File: src/rtl/fcu_credit_ibuf.sv
// Router input buffer that returns one credit upstream for every flit popped locally.
// Optional macro CREDIT_INIT_EN: credit_owed resets to DEPTH so DEPTH init credits go out after reset.
module fcu_credit_ibuf #(
    parameter int FLIT_W = 34,
    parameter int DEPTH  = 4,
    parameter int CNT_W  = $clog2(DEPTH + 1)
) (
    input  logic              clk,
    input  logic              rst_n,
    input  logic              flit_in_valid,
    input  logic [FLIT_W-1:0] flit_in_data,
    output logic              credit_out,
    output logic              flit_out_valid,
    output logic [FLIT_W-1:0] flit_out_data,
    input  logic              flit_out_rd,
    output logic [CNT_W-1:0]  count,
    output logic              full,
    output logic              empty,
    output logic              ovf_err
);

    localparam int PTR_W = $clog2(DEPTH);

    // Handshake: the input side has no ready; upstream may only send while it
    // holds a credit. The output side is valid/rd: a pop happens on any edge
    // where flit_out_valid and flit_out_rd are both high; rd while empty is ignored.

    logic [FLIT_W-1:0] mem_q [DEPTH];
    logic [PTR_W-1:0]  wr_ptr_q, wr_ptr_d;
    logic [PTR_W-1:0]  rd_ptr_q, rd_ptr_d;
    logic [CNT_W-1:0]  count_q, count_d;
    logic [CNT_W-1:0]  credit_owed_q, credit_owed_d;
    logic              credit_out_q, credit_out_d;
    logic              ovf_err_q, ovf_err_d;

    logic              full_w;
    logic              empty_w;
    logic              pop_ok;
    logic              push_ok;
    logic              push_drop;
    logic [CNT_W:0]    owed_sum;

`ifdef CREDIT_INIT_EN
    localparam logic [CNT_W-1:0] CREDIT_RST = CNT_W'(DEPTH);
`else
    localparam logic [CNT_W-1:0] CREDIT_RST = '0;
`endif

    assign full_w  = (count_q == CNT_W'(DEPTH));
    assign empty_w = (count_q == '0);

    always_comb begin
        pop_ok        = flit_out_rd && !empty_w;
        push_ok       = flit_in_valid && (!full_w || pop_ok);
        push_drop     = flit_in_valid && !push_ok;

        wr_ptr_d      = wr_ptr_q;
        rd_ptr_d      = rd_ptr_q;
        count_d       = count_q;
        ovf_err_d     = ovf_err_q;

        if (push_ok) begin
            wr_ptr_d = wr_ptr_q + PTR_W'(1);
        end
        if (pop_ok) begin
            rd_ptr_d = rd_ptr_q + PTR_W'(1);
        end
        count_d = count_q + CNT_W'(push_ok) - CNT_W'(pop_ok);

        // A pop on this edge can be credited on this same edge, giving 1-cycle latency.
        credit_out_d  = (credit_owed_q != '0) || pop_ok;
        owed_sum      = {1'b0, credit_owed_q} + (CNT_W + 1)'(pop_ok)
                        - (CNT_W + 1)'(credit_out_d);
        credit_owed_d = owed_sum[CNT_W-1:0];
        if (owed_sum > (CNT_W + 1)'(DEPTH)) begin
            credit_owed_d = CNT_W'(DEPTH);
            ovf_err_d     = 1'b1;
        end

        if (push_drop) begin
            ovf_err_d = 1'b1;
        end
    end

    always_ff @(posedge clk or negedge rst_n) begin
        if (!rst_n) begin
            wr_ptr_q      <= '0;
            rd_ptr_q      <= '0;
            count_q       <= '0;
            credit_owed_q <= CREDIT_RST;
            credit_out_q  <= 1'b0;
            ovf_err_q     <= 1'b0;
        end else begin
            wr_ptr_q      <= wr_ptr_d;
            rd_ptr_q      <= rd_ptr_d;
            count_q       <= count_d;
            credit_owed_q <= credit_owed_d;
            credit_out_q  <= credit_out_d;
            ovf_err_q     <= ovf_err_d;
        end
    end

    // Storage needs no reset: contents are only visible while count is nonzero.
    always_ff @(posedge clk) begin
        if (push_ok) begin
            mem_q[wr_ptr_q] <= flit_in_data;
        end
    end

    assign flit_out_valid = !empty_w;
    assign flit_out_data  = mem_q[rd_ptr_q];
    assign credit_out     = credit_out_q;
    assign count          = count_q;
    assign full           = full_w;
    assign empty          = empty_w;
    assign ovf_err        = ovf_err_q;

endmodule
File: config.mk
export PLATFORM = sky130hd
export DESIGN_NAME = fcu_credit_ibuf
export DESIGN_NICKNAME = d
export VERILOG_FILES = /design/src/rtl/fcu_credit_ibuf.sv
export SDC_FILE = /design/constraint.sdc
export NUM_CORES = 1
export LEC_CHECK = 0
export ABC_AREA = 0
export ABC_CLOCK_PERIOD_IN_PS = 2600
export CAP_MARGIN = 20
export CORE_MARGIN = 2
export CORE_UTILIZATION = 49
export DETAILED_ROUTE_END_ITERATION = 12
export GPL_TIMING_DRIVEN = 0
export PLACE_DENSITY = 0.74
export SYNTH_ARGS = -nofsm -noshare
export SYNTH_HDL_FRONTEND = slang
export SYNTH_SLANG_ARGS = --single-unit
File: constraint.sdc
create_clock -name clk -period 2.6 [get_ports clk]
set_input_delay 0.65 -clock clk [delete_from_list [all_inputs] [get_ports clk]]
set_output_delay 0.65 -clock clk [all_outputs]
set_load 0.02 [all_outputs]
# After elaboration in Yosys (flattened, before gate mapping)
# Memory sizes are Yosys's and may differ from the RTL's.
# Cells that the tools add are included.
dict set report op_classes {
  addsub 6
  n_lt_le_gt_ge 1
  n_eq_ne 1
  n_mux 5
  reduce_logical 11
}
# op count
set op_table {}
lappend op_table {{2-bit by 1-bit adder with 2-bit output (second input constant)} 2}
lappend op_table {{3-bit by 1-bit adder with 4-bit output} 1}
lappend op_table {{4-bit by 3-bit greater-than comparator with 1-bit output (second input constant)} 1}
lappend op_table {{1-bit 2-to-1 mux} 4}
lappend op_table {{4-bit by 1-bit subtractor with 4-bit output} 1}
lappend op_table {{3-bit by 1-bit adder with 3-bit output} 1}
lappend op_table {{3-bit equality test (second input constant)} 1}
lappend op_table {{1-bit logical AND} 3}
lappend op_table {{1-bit zero test} 3}
lappend op_table {{3-bit zero test} 1}
lappend op_table {{3-bit 2-to-1 mux} 1}
lappend op_table {{3-bit nonzero test} 1}
lappend op_table {{3-bit by 1-bit subtractor with 3-bit output} 1}
lappend op_table {{1-bit logical OR} 2}
lappend op_table {{2-bit nonzero test} 1}
dict set report totals {
  regBits 12
  mem_bits_rw 136
  input_bits 38
  out_inout_bits 42
  mem_count 1
}
# name words width read_ports rd_clocked_by_memory_dff wr line
set memory_table {}
lappend memory_table {mem_q 4 34 1 0 1 28} ;# logic [FLIT_W-1:0] mem_q [DEPTH];

# Depth between registers and ports, before layout
dict set report logic_depth {
  depth_word 8
  mapped_depth 10
}

# Least setup slack after synthesis
# Ideal clock, no wire load.
dict set report synth_timing {
  path_type {register to register}
  startpoint {register count_q[1] (netlist: count[1])}
  endpoint {register ovf_err_q (netlist: ovf_err)}
  arrival_time_ns 2.541
  required_ns 2.461
  slack_ns -0.080
  path_stages_with_launch 11
  path_buffers 1
  synth_period_minus_slack_ns 2.680
  cell_sequence {dfrtp_1 or3_1 buf_6 a21o_2 inv_1 ha_1 inv_1 fa_1 nor2b_1 o2bb2ai_1 or4_1}
}
dict set report synth_via {
  elab_chain_cells 8
  elab_cells_between_ends 15
}
# element line
set synth_lines {}
lappend synth_lines {{start, declared} 31} ;# logic [CNT_W-1:0] count_q, count_d;
lappend synth_lines {{start signal, assigned} 96} ;# count_q <= count_d;
lappend synth_lines {{3-bit zero test *} 50} ;# assign empty_w = (count_q == '0);
lappend synth_lines {{1-bit zero test *} --}
lappend synth_lines {{net flit_out_valid} 13} ;# output logic flit_out_valid,
lappend synth_lines {{1-bit logical AND *} 53} ;# pop_ok = flit_out_rd && !empty_w;
lappend synth_lines {{parallel branches: the longest is 5 deep, another holds 3-bit by 1-bit adder with 4-bit output} --}
lappend synth_lines {{end signal, assigned} 99} ;# ovf_err_q <= ovf_err_d;
lappend synth_lines {{end, declared} 34} ;# logic ovf_err_q, ovf_err_d;
# Mark *: on every way through the listed nets, which the timed path passes.
# A chain may end at the register's enable or synchronous reset.

# Worst setup path after layout
dict set report layout_timing {
  startpoint {register count_q[2] (netlist: count[2])}
  endpoint {register ovf_err_q (netlist: ovf_err)}
}
dict set report layout_via {
  elab_chain_cells 8
  elab_cells_between_ends 15
}
# element
set layout_lines {}
lappend layout_lines {{parallel branches: the longest is 8 deep, another holds 3-bit by 1-bit adder with 4-bit output}}
# Parallel ways; which one is timed is not known.

==> reports/summary.txt <==
failing checks - setup timing
RSZ-0062 raised after global routing - true
fill count - 754
status - finished with violations
worst setup margin - -0.0501 ns
Post-synth ARST share - 0.0811
die area - 12400 sq um
clock network latency to the later pin of the worst-skew pair - 0.40 ns
final setup vio count - 1
Root Buffer - clkbuf_16
Ys Warns - 0
vias in the first global route - 2901
area delta synth->final - 30.1%
Syn Area/Cell - 23.1 sq um
top post-synthesis cells by count - edfxtp_1 (136), mux4_2 (34), dfrtp_1 (12), inv_1 (11), ha_1 (8)
Slew @ Worst Pin - 0.560 ns
Final Critical Period - 2.65 ns
H-Tree Depth - 4
Clk pin slew, worst setup/hold paths - 0.06 ns
CP Data Arrival Time - 2.92 ns
Synthesized Nets - 293
Starting Density - 0.500
post-synthesis cell area - 5660 sq um
pin count of the biggest net entering global routing - 30
skew final - 0.00524 ns
I/O pin total - 80
via count - 2668
R2R setup slack - -0.05 ns
pwr/cell area - 1230 nW/um^2
layout cell share with drive strength beyond 1 - 0.342
Slew Limit Fails - 0
CTS tree - yes
share of the synthesized area in the top cell type - 0.722
Leak - 2.59 nW
CP Max Fanout - 3
worst vdd ir - 0.000634 V
Hold Path Class - reg -> reg
final hold violations - 0
post-synthesis sequential element count - 148
DRC Markers - 0
Max Cap Violations - 0
cts bufs inserted - 17
placed cell count - 471
hpwl dp - 5920 um
register area share after synthesis - 0.775
top-count cell post-synth - edfxtp_1
synth unique cells - 32
Cell Rows - 39
Yosys top cell by area - edfxtp_1
Die X - 111 um
Global Route Usage Sum - 0.168
Period Utilization, post-route - 1.02
drt wl/cell - 19.3 um
initial antenna violation count - 0
fin nets - 401
GP Congestion - 0.743
Core ar. - 11300 sq um
Via density - 5.25
EDFF count, synth - 136
Slew headroom - 0.626
# diodes - 0
Port-buffer cells - 79
Remaining Overflow, GRT - 0
Post-Layout Cell Count - 508
DRT iter0 DRCs - 130
CTS Sinks - 148
WL final - 9790 um
WP data required - 2.87 ns
CTS Buffer Depth - 2
post-route antenna net violation count - 0
pre-CTS WS - -0.407 ns
Primary FF master, synth - edfxtp_1
Fmax - 377 MHz
Worst Setup Path Type - reg -> reg
Gate Count Post-Synth - 245
first-pass GRT wire length - 15600 um
CTS Hold Buffers Added - 0
startpoint types - flop
CP endpoint kind - flop
first-pass detailed-route iteration total - 4
ranking of synthesized cells by area - edfxtp_1 (72%), mux4_2 (14%), dfrtp_1 (5.3%)
Die H - 111 um
## state kept, by name, indices dropped and copies added, names as in the netlist
register and cells:
credit_owed_q 3, ovf_err 1, rd_ptr_q 2, mem_q 136
count 3, credit_out 1, wr_ptr_q 2
## worst paths after layout
path                       startpoint       end  cells past startpoint
min reg2reg                   ovf_err   ovf_err                      1
min in group asynchronous       rst_n   ovf_err                      1
max reg2reg                  count[2]   ovf_err                     10
max                          count[2]   ovf_err                     10
min                           ovf_err   ovf_err                      1
max in group asynchronous       rst_n  count[1]                      1
## per-stage QoR
step	utilization	setup TNS, ns	instance area [sq um]	total power [mW]	hold WS [ns]
2_1_floorplan	-	-0.0277	5680	5.36	0.354
3_3_place_gp	0.587	-132.74	6650	6.57	0.468
3_5_place_dp	0.596	-9.55	6750	6.71	0.461
4_1_cts	0.656	-0.0508	7420	9.20	0.480
5_1_grt	0.650	-0.138	7360	9.49	0.486
6_report	0.650	-0.0501	7360	9.06	0.477
## cell families (layout without fill, tap and decap cells)
family / count (synthesis) / count (layout) / synth area share
multiplexers: 36 / 36 / 0.140
AND/OR/NAND/NOR: 21 / 21 / 0.0259
adder cells (fa/ha/maj): 10 / 10 / 0.0248
AO/OA/AOI/OAI: 4 / 4 / 0.00487
flip-flops: 148 / 148 / 0.775
XOR/XNOR: 6 / 6 / 0.00929
buffers and inverters: 20 / 140 / 0.0201
## worst max-delay path, cell delays in order, from the launching register on
cell and delay, ns:
dfrtp_2 0.40, or3_1 0.38, buf_6 0.13, a21o_4 0.20, inv_2 0.06, ha_4 0.12
inv_2 0.04, fa_1 0.55, nor2b_4 0.15, o2bb2ai_1 0.07, or4_1 0.40
## repair_timing
action,in CTS,in global routing
setup endpoints to repair,38,28
pin swaps,3,1
buffers inserted,2,4
resized for setup,70,38
## routing by layer
layer / track usage / routed length, um / vias up
li1: - / - / 1215
met1: 0.218 / 4170 / 1374
met2: 0.275 / 5060 / 75
met3: 0.0533 / 512 / 4
met4: 0.0543 / 53 / 0
met5: 0 / 0 / -
## layout by cell type (no fill, tap or decap), types with 3 or more instances in the layout
cell,count
and2_2,4
buf_12,6
buf_4,9
bufinv_16,5
clkbuf_1,3
clkbuf_16,17
clkbuf_2,23
clkdlybuf4s50_1,43
dfrtp_1,9
dfrtp_2,3
dlygate4sd2_1,7
edfxtp_1,136
ha_1,7
inv_1,9
mux4_2,34
xnor2_1,4
## cell type report
| type | count | area [sq um] | share of cell area |
|---|---|---|---|
| repair buffers | 89 | 807 | 0.110 |
| clock inverters | 11 | 184 | 0.0250 |
| clock buffers | 20 | 437 | 0.0593 |
| flip-flops and latches | 148 | 4390 | 0.596 |
| well taps | 143 | 179 | 0.0243 |
| multi-input cells | 77 | 1200 | 0.164 |
| plain buffers | 9 | 119 | 0.0162 |
| inverters | 11 | 41.3 | 0.00561 |
## report_power, final
part / internal (mW) / switching [mW]
clock: 1.69 / 0.845
sequential: 3.15 / 0.134
combinational: 1.53 / 1.71
total: 6.37 / 2.69
Power figures use the tool's default switching activity.
